$ cat config.mk
export PLATFORM = sky130hd
export DESIGN_NAME = multicycle_controller_flat
export DESIGN_NICKNAME = d
export VERILOG_FILES = /design/src/rtl/mp4_ctrl_pkg.sv /design/src/rtl/multicycle_controller_if.sv /design/src/rtl/alu_decoder.sv /design/src/rtl/multicycle_controller.sv /design/src/flat_wrapper.sv
export SDC_FILE = /design/constraint.sdc
export NUM_CORES = 1
export LEC_CHECK = 0
export BUFFER_PORTS_ARGS = -buffer_cell sky130_fd_sc_hd__clkbuf_2
export CAP_MARGIN = 20
export CORE_UTILIZATION = 51
export DETAILED_ROUTE_END_ITERATION = 8
export GPL_ROUTABILITY_DRIVEN = 0
export PLACE_DENSITY = 0.78
export SYNTH_ARGS = -nofsm -noshare
export SYNTH_HDL_FRONTEND = slang
export SYNTH_HIERARCHICAL = 1
export SYNTH_SLANG_ARGS = --single-unit
$ cat constraint.sdc
create_clock -name clk -period 2.1 [get_ports clk]
set_input_delay 0.315 -clock clk [delete_from_list [all_inputs] [get_ports clk]]
set_output_delay 0.315 -clock clk [all_outputs]
set_load 0.05 [all_outputs]
$ cat src/rtl/mp4_ctrl_pkg.sv
// mp4_ctrl_pkg: shared state, opcode, ALU and mux-select encodings for the multicycle RV32I controller
// Exports state_t, ctrl_t and decode(), which maps a state to its Moore control word.
package mp4_ctrl_pkg;
  typedef enum logic [3:0] {
    S_FETCH, S_DECODE, S_MEMADR, S_MEMREAD, S_MEMWB, S_MEMWRITE,
    S_EXECUTER, S_EXECUTEI, S_ALUWB, S_BEQ, S_JAL
  } state_t;
  localparam logic [6:0] OP_LW = 7'b0000011, OP_SW = 7'b0100011, OP_R = 7'b0110011;
  localparam logic [6:0] OP_I = 7'b0010011, OP_BEQ = 7'b1100011, OP_JAL = 7'b1101111;
  localparam logic [2:0] ALU_ADD = 3'b000, ALU_SUB = 3'b001, ALU_AND = 3'b010;
  localparam logic [2:0] ALU_OR = 3'b011, ALU_SLT = 3'b101;
  localparam logic [1:0] SRCA_PC = 2'b00, SRCA_OLDPC = 2'b01, SRCA_RS1 = 2'b10;
  localparam logic [1:0] SRCB_RS2 = 2'b00, SRCB_IMM = 2'b01, SRCB_FOUR = 2'b10;
  localparam logic [1:0] RES_ALUOUT = 2'b00, RES_DATA = 2'b01, RES_ALU = 2'b10;
  localparam logic [1:0] ALUOP_ADD = 2'b00, ALUOP_SUB = 2'b01, ALUOP_FUNCT = 2'b10;
  typedef struct packed {
    logic [1:0] src_a;
    logic [1:0] src_b;
    logic [1:0] result_src;
    logic [1:0] alu_op;
    logic adr_src;
    logic ir_write;
    logic pc_update;
    logic branch;
    logic reg_write;
    logic mem_write;
  } ctrl_t;
  function automatic ctrl_t decode(state_t s);
    ctrl_t c;
    c = '0;
    case (s)
      S_FETCH: begin
        c.ir_write = 1'b1;
        c.src_a = SRCA_PC;
        c.src_b = SRCB_FOUR;
        c.result_src = RES_ALU;
        c.pc_update = 1'b1;
      end
      S_DECODE: begin
        c.src_a = SRCA_OLDPC;
        c.src_b = SRCB_IMM;
      end
      S_MEMADR: begin
        c.src_a = SRCA_RS1;
        c.src_b = SRCB_IMM;
      end
      S_MEMREAD: c.adr_src = 1'b1;
      S_MEMWB: begin
        c.result_src = RES_DATA;
        c.reg_write = 1'b1;
      end
      S_MEMWRITE: begin
        c.adr_src = 1'b1;
        c.mem_write = 1'b1;
      end
      S_EXECUTER: begin
        c.src_a = SRCA_RS1;
        c.src_b = SRCB_RS2;
        c.alu_op = ALUOP_FUNCT;
      end
      S_EXECUTEI: begin
        c.src_a = SRCA_RS1;
        c.src_b = SRCB_IMM;
        c.alu_op = ALUOP_FUNCT;
      end
      S_ALUWB: c.reg_write = 1'b1;
      S_BEQ: begin
        c.src_a = SRCA_RS1;
        c.src_b = SRCB_RS2;
        c.alu_op = ALUOP_SUB;
        c.branch = 1'b1;
      end
      S_JAL: begin
        c.src_a = SRCA_OLDPC;
        c.src_b = SRCB_FOUR;
        c.pc_update = 1'b1;
      end
      default: c = '0;
    endcase
    return c;
  endfunction
endpackage

$ cat src/rtl/multicycle_controller_if.sv
// multicycle_controller_if: instruction fields and Zero in, control word out, between controller and datapath
// master = controller side, slave = datapath side.
interface multicycle_controller_if;
  logic [6:0] op;
  logic [2:0] funct3;
  logic funct7b5;
  logic Zero;
  logic [2:0] ALU_control;
  logic [1:0] ALUSrcA;
  logic [1:0] ALUSrcB;
  logic [1:0] ResultSrc;
  logic [1:0] ImmSrc;
  logic AdrSrc;
  logic IRWrite;
  logic PCWrite;
  logic RegWrite;
  logic MemWrite;
  logic illegal_op;
  modport master (
    input op, funct3, funct7b5, Zero,
    output ALU_control, ALUSrcA, ALUSrcB, ResultSrc, ImmSrc, AdrSrc,
    output IRWrite, PCWrite, RegWrite, MemWrite, illegal_op
  );
  modport slave (
    output op, funct3, funct7b5, Zero,
    input ALU_control, ALUSrcA, ALUSrcB, ResultSrc, ImmSrc, AdrSrc,
    input IRWrite, PCWrite, RegWrite, MemWrite, illegal_op
  );
endinterface

$ cat src/rtl/alu_decoder.sv
// alu_decoder: maps ALUOp, funct3, op[5] and funct7b5 to ALU_control
// In: alu_op[1:0], funct3[2:0], op5, funct7b5. Out: ALU_control[2:0].
module alu_decoder
  import mp4_ctrl_pkg::*;
(
  input  logic [1:0] alu_op,
  input  logic [2:0] funct3,
  input  logic       op5,
  input  logic       funct7b5,
  output logic [2:0] ALU_control
);
  always_comb begin
    ALU_control = alu_op == ALUOP_ADD ? ALU_ADD :
                  alu_op == ALUOP_SUB ? ALU_SUB :
                  funct3 == 3'b000    ? ((op5 & funct7b5) ? ALU_SUB : ALU_ADD) :
                  funct3 == 3'b010    ? ALU_SLT :
                  funct3 == 3'b110    ? ALU_OR :
                  funct3 == 3'b111    ? ALU_AND : ALU_ADD;
  end
endmodule

$ cat src/rtl/multicycle_controller.sv
// multicycle_controller: control FSM sequencing fetch/decode/execute/memory/writeback for a multicycle RV32I core
// Ports: clk, rst_n (async, active low), bus (multicycle_controller_if.master).
// Param MEM_WAIT_CYCLES (0-15): extra MEMREAD cycles. Macro BRANCH_NE_EN: BEQ state also handles bne.
module multicycle_controller
  import mp4_ctrl_pkg::*;
#(
  parameter int MEM_WAIT_CYCLES = 0
) (
  input logic clk,
  input logic rst_n,
  multicycle_controller_if.master bus
);
  localparam logic [3:0] WAIT = 4'(MEM_WAIT_CYCLES);
  state_t state_q, state_d;
  logic [3:0] cnt_q, cnt_d;
  logic illegal_q, illegal_d, take;
  ctrl_t ctl_q, ctl_d;
  always_comb begin
    state_d = S_FETCH;
    cnt_d = '0;
    illegal_d = illegal_q;
    case (state_q)
      S_FETCH: state_d = S_DECODE;
      S_DECODE: begin
        case (bus.op)
          OP_LW, OP_SW: state_d = S_MEMADR;
          OP_R: state_d = S_EXECUTER;
          OP_I: state_d = S_EXECUTEI;
          OP_BEQ: state_d = S_BEQ;
          OP_JAL: state_d = S_JAL;
          default: illegal_d = 1'b1;
        endcase
      end
      S_MEMADR: state_d = bus.op == OP_SW ? S_MEMWRITE : S_MEMREAD;
      S_MEMREAD: begin
        state_d = cnt_q == WAIT ? S_MEMWB : S_MEMREAD;
        cnt_d = cnt_q + 4'd1;
      end
      S_EXECUTER, S_EXECUTEI, S_JAL: state_d = S_ALUWB;
      default: state_d = S_FETCH;
    endcase
    // outputs are registered: decode the state being entered
    ctl_d = decode(state_d);
  end
  always_ff @(posedge clk or negedge rst_n) begin
    if (!rst_n) begin
      state_q <= S_FETCH;
      cnt_q <= '0;
      illegal_q <= 1'b0;
      ctl_q <= decode(S_FETCH);
    end else begin
      state_q <= state_d;
      cnt_q <= cnt_d;
      illegal_q <= illegal_d;
      ctl_q <= ctl_d;
    end
  end
`ifdef BRANCH_NE_EN
  assign take = bus.funct3[0] ? ~bus.Zero : bus.Zero;
`else
  assign take = bus.Zero;
`endif
  alu_decoder u_alu_dec (
    .alu_op(ctl_q.alu_op),
    .funct3(bus.funct3),
    .op5(bus.op[5]),
    .funct7b5(bus.funct7b5),
    .ALU_control(bus.ALU_control)
  );
  assign bus.ImmSrc = bus.op == OP_SW  ? 2'b01 :
                      bus.op == OP_BEQ ? 2'b10 :
                      bus.op == OP_JAL ? 2'b11 : 2'b00;
  assign bus.ALUSrcA = ctl_q.src_a;
  assign bus.ALUSrcB = ctl_q.src_b;
  assign bus.ResultSrc = ctl_q.result_src;
  assign bus.AdrSrc = ctl_q.adr_src;
  // the reset value holds FETCH's enables, so gate them while reset is asserted
  assign bus.IRWrite = rst_n & ctl_q.ir_write;
  assign bus.PCWrite = rst_n & (ctl_q.pc_update | (ctl_q.branch & take));
  assign bus.RegWrite = rst_n & ctl_q.reg_write;
  assign bus.MemWrite = rst_n & ctl_q.mem_write;
  assign bus.illegal_op = illegal_q;
endmodule

$ cat src/flat_wrapper.sv
// flat-port wrapper written by rule: the top's interface ports become plain ports
module multicycle_controller_flat import mp4_ctrl_pkg::*;
#(
  parameter int MEM_WAIT_CYCLES = 0
)
  (clk, rst_n, bus_op, bus_funct3, bus_funct7b5, bus_Zero, bus_ALU_control, bus_ALUSrcA, bus_ALUSrcB, bus_ResultSrc, bus_ImmSrc, bus_AdrSrc, bus_IRWrite, bus_PCWrite, bus_RegWrite, bus_MemWrite, bus_illegal_op);
  multicycle_controller_if bus_i ();
  input logic clk;
  input logic rst_n;
  input wire logic [$bits(bus_i.op)-1:0] bus_op;
  input wire logic [$bits(bus_i.funct3)-1:0] bus_funct3;
  input wire logic [$bits(bus_i.funct7b5)-1:0] bus_funct7b5;
  input wire logic [$bits(bus_i.Zero)-1:0] bus_Zero;
  output wire logic [$bits(bus_i.ALU_control)-1:0] bus_ALU_control;
  output wire logic [$bits(bus_i.ALUSrcA)-1:0] bus_ALUSrcA;
  output wire logic [$bits(bus_i.ALUSrcB)-1:0] bus_ALUSrcB;
  output wire logic [$bits(bus_i.ResultSrc)-1:0] bus_ResultSrc;
  output wire logic [$bits(bus_i.ImmSrc)-1:0] bus_ImmSrc;
  output wire logic [$bits(bus_i.AdrSrc)-1:0] bus_AdrSrc;
  output wire logic [$bits(bus_i.IRWrite)-1:0] bus_IRWrite;
  output wire logic [$bits(bus_i.PCWrite)-1:0] bus_PCWrite;
  output wire logic [$bits(bus_i.RegWrite)-1:0] bus_RegWrite;
  output wire logic [$bits(bus_i.MemWrite)-1:0] bus_MemWrite;
  output wire logic [$bits(bus_i.illegal_op)-1:0] bus_illegal_op;
  assign bus_i.op = bus_op;
  assign bus_i.funct3 = bus_funct3;
  assign bus_i.funct7b5 = bus_funct7b5;
  assign bus_i.Zero = bus_Zero;
  assign bus_ALU_control = bus_i.ALU_control;
  assign bus_ALUSrcA = bus_i.ALUSrcA;
  assign bus_ALUSrcB = bus_i.ALUSrcB;
  assign bus_ResultSrc = bus_i.ResultSrc;
  assign bus_ImmSrc = bus_i.ImmSrc;
  assign bus_AdrSrc = bus_i.AdrSrc;
  assign bus_IRWrite = bus_i.IRWrite;
  assign bus_PCWrite = bus_i.PCWrite;
  assign bus_RegWrite = bus_i.RegWrite;
  assign bus_MemWrite = bus_i.MemWrite;
  assign bus_illegal_op = bus_i.illegal_op;
  multicycle_controller #(.MEM_WAIT_CYCLES(MEM_WAIT_CYCLES)) u_core (.clk(clk), .rst_n(rst_n), .bus(bus_i));
endmodule
# == Word level (Yosys, flattened, before mapping) ==
# Cells that the tools add are included.
# classes
n_reduce_logical,15
n_mux,24
n_bitwise,8
addsub,1
eq_ne,26
# ops
op,count
4-bit case mux with 5 select lines,3
"4-bit by 3-bit equality test with 1-bit output, second input constant",6
3-bit 2-to-1 mux,6
"4-bit by 2-bit equality test with 1-bit output, second input constant",4
"4-bit equality test, second input constant",4
"7-bit by 6-bit equality test with 1-bit output, second input constant",2
"7-bit equality test, second input constant",2
2-bit OR reduction,7
4-bit logical NOT,3
2-bit 2-to-1 mux,5
"4-bit by 1-bit equality test with 1-bit output, second input constant",2
2-bit case mux with 2 select lines,2
"7-bit by 2-bit equality test with 1-bit output, second input constant",1
"7-bit by 5-bit equality test with 1-bit output, second input constant",1
1-bit 2-to-1 mux,7
1-bit bitwise AND,6
"3-bit equality test, second input constant",2
6-bit OR reduction,1
"4-bit by 1-bit adder with 4-bit output, second input constant",1
4-bit 2-to-1 mux,1
"3-bit by 2-bit equality test with 1-bit output, second input constant",1
3-bit logical NOT,1
3-bit OR reduction,1
"2-bit by 1-bit equality test with 1-bit output, second input constant",1
4 further kinds,4
# word_totals
reg_bits,23
output_inout_bits,17
word_cells,87
in_bits,14

# == Depth between registers and ports, before layout ==
# logic_depth
ltp_word,7
mapped_depth,8
mapped_depth_nobuf,8

# == Modules after synthesis ==
# The synthesis kept the hierarchy.
# modules_own_cells
mod,n_inst,cells_per_inst,seq_area_each_um2,area_each_um2
multicycle_controller,1,109,554.3,1147.4
alu_decoder,1,7,0.0,42.5

# == Worst setup path after synthesis ==
# Ideal clock, no wire load.
# synth_path
kind,reg-to-output
startpoint,register u_core/ctl_q[7] in the netlist's numbering
endpoint,output port bus_ALU_control[0]
path_stages_with_launch,3
slack_ns,0.030
path_buffers,0
required_time_ns,1.785
arrival_time_ns,1.755
cell_sequence,dfrtp_1 -> nor2b_1 -> a221oi_1
# synth_between
elab_chain_len,3
word_cells_on_any_way,4
cone_classes,1 x eq/ne; 2 x mux; 1 x reduce/logical
# synth_rtl
item,line,text
start: declaration,multicycle_controller.sv:17,"ctrl_t ctl_q, ctl_d;"
start signal: assignment,multicycle_controller.sv:50,ctl_q <= decode(S_FETCH);
start signal: assignment,multicycle_controller.sv:55,ctl_q <= ctl_d;
2-bit by 1-bit equality test with 1-bit output,alu_decoder.sv:14,alu_op == ALUOP_SUB ? ALU_SUB :
3-bit 2-to-1 mux,alu_decoder.sv:14,
3-bit 2-to-1 mux *,alu_decoder.sv:13,ALU_control = alu_op == ALUOP_ADD ? ALU_ADD :
end: declaration,flat_wrapper.sv:14,output wire logic [$bits(bus_i.ALU_control)-1:0] bus_ALU_control;
# Every way passes the cells marked *; elsewhere a longest branch is shown, timed or not.

==> run_results.csv <==
group,metric,value,unit
status,status,"complete, no violations",
layout,syn_to_final_growth,17.9,%
logic_synthesis,synth_area_per_cell,10.3,µm²
sta,finalMaxSlewViolations,0,
layout,multiInputGateArea,558,µm²
cts,cts.sinks,22,
pwr,powerDensity,1110,mW/mm²
global_routing,antenna_found_initial,0,
cts,clk-insertion-delay-late,0.30,ns
drt,num_vias,967,
worst_setup_path,crit_path_cell_trace,"inv_1 > ha_1 > or3b_2 > a31oi_4 > o21ai_4 > or3_4 > o21ai_1",
layout,num-fill-cells,186,
pwr,comb_power_share,41.6,%
logic_synthesis,ys_warn_count,6,
sta,relSlewSlack,66.9,%
layout,ff_latch_area,554,µm²
pwr,power,0.00156,W
worst_hold_path,hold_path.class,"in2reg",
sta,finalHoldViolCount,0,
logic_synthesis,synth.top_cell.area_share,40.0,%
worst_setup_path,critPathBufInv,1,
die,ios,31,
logic_synthesis,synth_top_cell_by_area,"dfrtp_1",
layout,final_cell_mix,"clkbuf_2, dfrtp_1, nor2_1",
die,die_x,50.3,µm
worst_setup_path,worstSetupStartpointType,"register",
pwr,p_leak,0.690,nW
layout,nets,160,
die,die_y,50.3,µm
placement,port_buffers,30,
logic_synthesis,ys_seq_elements,22,
worst_setup_path,crit_required,2.34,ns
sta,setup_violations,0,
logic_synthesis,syn_nets,132,
drt,ant_nets,0,
sta,fin_crit,2.02,ns
sta,skew,0.00176,ns
logic_synthesis,synth_cells,116,
cts,cts_root_buf,"clkbuf_4",
logic_synthesis,synth-main-ff-cell,"dfrtp_1",
worst_setup_path,crit_arrival,2.26,ns
pwr,p_sw,0.000629,W
placement,dp_hpwl,1780,µm
sta,min_period_over_period,96.2,%
logic_synthesis,synthesis.area,0.00119,mm²
layout,final_common_cell,"clkbuf_2",
layout,drive_gt1_share,38.5,%
logic_synthesis,ys_seq_area_share,46.6,%
pwr,p_sw_share,40.3,%
sta,fmax,495,MHz
drt,first_pass_iters,4,
drt,drt_wl_total,2550,µm
global_routing,grt_max_degree,16,
drt,remaining_drc_errors,0,
logic_synthesis,ys_types,49,
cts,htreeDepth,1,
cts,cts_buffers,3,
pwr,seqPwrFrac,37.9,%
worst_setup_path,cp_top_family,"simple AND/OR/NAND/NOR gates",
drt,drtIter0Drc,17,
cts,ctsLongestPathBuffers,2,
die,coreArea,0.00221,mm²
pwr,power.internal,0.000933,W
layout,final_cell_area,0.00140,mm²
global_routing,grt_pass1_wl,4240,µm
logic_synthesis,synth_area_leaders,"dfrtp_1, dfstp_2, buf_4, nor2_1, ha_1",
placement,dpl_cell_area,0.00131,mm²
logic_synthesis,synth_edf_count,0,
pwr,pwr-share-clk,20.5,%
worst_setup_path,endpoint_kind,"register",
logic_synthesis,synthArstFlopShare,100,%
cts,clkTransAtPathRegs,0.12,ns
die,fp-row-count,17,
layout,num_antenna_cells,0,
cts,cts_tree,"done",
sta,worst_slew_pin_slew,0.497,ns
worst_setup_path,cp_slowest_stage_delay,0.48,ns
drt,wire_per_inst,14.9,µm
worst_setup_path,path_class,"reg2reg",
global_routing,grt_usage,22.8,%
global_routing,grt_pass1_vias,907,
cts,postCtsSetupRepairBufs,0,
die,initial_utilization,53.8,%
pwr,vdd_drop_max,731,µV
run,drv_cap,0,
worst_setup_path,critPathSlowestCell,"or3b_2",
drt,viasPerCell,5.65,
die,die-area,0.00253,mm²
global_routing,grt.overflow.total,0,
worst_setup_path,critPathMaxFanout,6,
-- cell families (layout without fill, tap and decap cells) --
kind of cell / count (synthesis) / in the layout / synth area share, %
buffers and inverters: 16 / 43 / 8.94
adder cells (fa/ha/maj): 2 / 2 / 2.10
XOR/XNOR: 3 / 3 / 2.21
AO/OA/AOI/OAI: 20 / 20 / 12.5
flip-flops: 22 / 22 / 46.6
AND/OR/NAND/NOR: 53 / 53 / 27.7
-- sequential cells by signal (all words and copies together), names as in the netlist --
register and flops:
u_core/ctl_q 7, u_core/cnt_q 4, u_core/bus.illegal_op 1, u_core/bus.AdrSrc 1, u_core/bus.ResultSrc 1, u_core/bus.ALUSrcB 2, u_core/state_q 4, u_core/bus.ALUSrcA 2
-- Yosys cell counts (2+ instances only) --
cell type	instances
xnor2_1	2
a31oi_1	2
inv_1	4
a22oi_1	2
nor2_1	12
or3b_2	2
and3_1	3
o21ai_1	2
nor4bb_1	2
nor4_1	2
or4_1	2
dfrtp_1	19
nor3_1	4
ha_1	2
nand2_1	3
buf_4	8
nand3_1	2
and2_1	3
o21a_1	2
o21ai_2	2
buf_6	2
dfstp_2	3
a21oi_1	2
nor2b_1	4
-- layout make-up --
type                       instances  area share, %
multi-input combinational         78           39.8
tap                               28           2.50
timing repair buffer              34           13.0
sequential                        22           39.5
clock buffer                       3           1.61
inverter                           5           1.43
clock inverter                     1           2.14
-- final timing paths --
check	startpoint	to	slack [ns]	cells past startpoint
min in group asynchronous	rst_n	u_core/ctl_q[0]$_DFF_PN0_	0.40	2
worst max register to register	u_core/cnt_q[0]$_DFF_PN0_	u_core/ctl_q[3]$_DFF_PN1_	0.08	7
worst min register to register	u_core/bus.illegal_op$_DFFE_PN0P_	u_core/bus.illegal_op$_DFFE_PN0P_	0.49	2
worst min-delay path	bus_op[4]	u_core/ctl_q[7]$_DFF_PN0_	0.29	2
worst max-delay path	u_core/cnt_q[0]$_DFF_PN0_	u_core/ctl_q[3]$_DFF_PN1_	0.08	7
max in group asynchronous	rst_n	u_core/ctl_q[4]$_DFF_PN1_	1.16	3
-- layer usage --
metal / vias to the layer above / wire length [µm] / global-route usage [%]
met1: 476 / 1110 / 29.4
met2: 23 / 1350 / 38.7
met3: 2 / 75 / 3.94
met4: 0 / 16 / 7.41
met5: - / 0 / 0
li1: 466 / - / -
-- power by group through the flow --
stage	logic, W	registers [W]	clock network [W]
after floorplan	0.000569	0.000555	0
after global placement	0.000595	0.000591	0
after detailed placement	0.000604	0.000596	0
after CTS	0.000610	0.000588	0.000330
after global routing	0.000700	0.000602	0.000351
final	0.000650	0.000593	0.000320
-- stage by stage --
step	cells	setup TNS, ns	setup slack [ns]	utilization, %	hold WS [ns]
after floorplan	116	0	0.0298	-	0.0194
after global placement	166	0	0.134	59.3	0.184
after detailed placement	166	0	0.0972	59.3	0.195
after CTS	171	0	0.0701	62.1	0.276
after global routing	171	-0.0447	-0.0392	63.4	0.271
final	171	0	0.0794	63.4	0.289
-- timing repair --
item / 4_1_cts / 5_1_grt
endpoints found under the hold margin: 7 / 0
setup endpoints to repair: 0 / 4
gates resized for setup: 0 / 5
hold buffers: 1 / 0
Note: power is estimated with default switching activity, not from simulation.
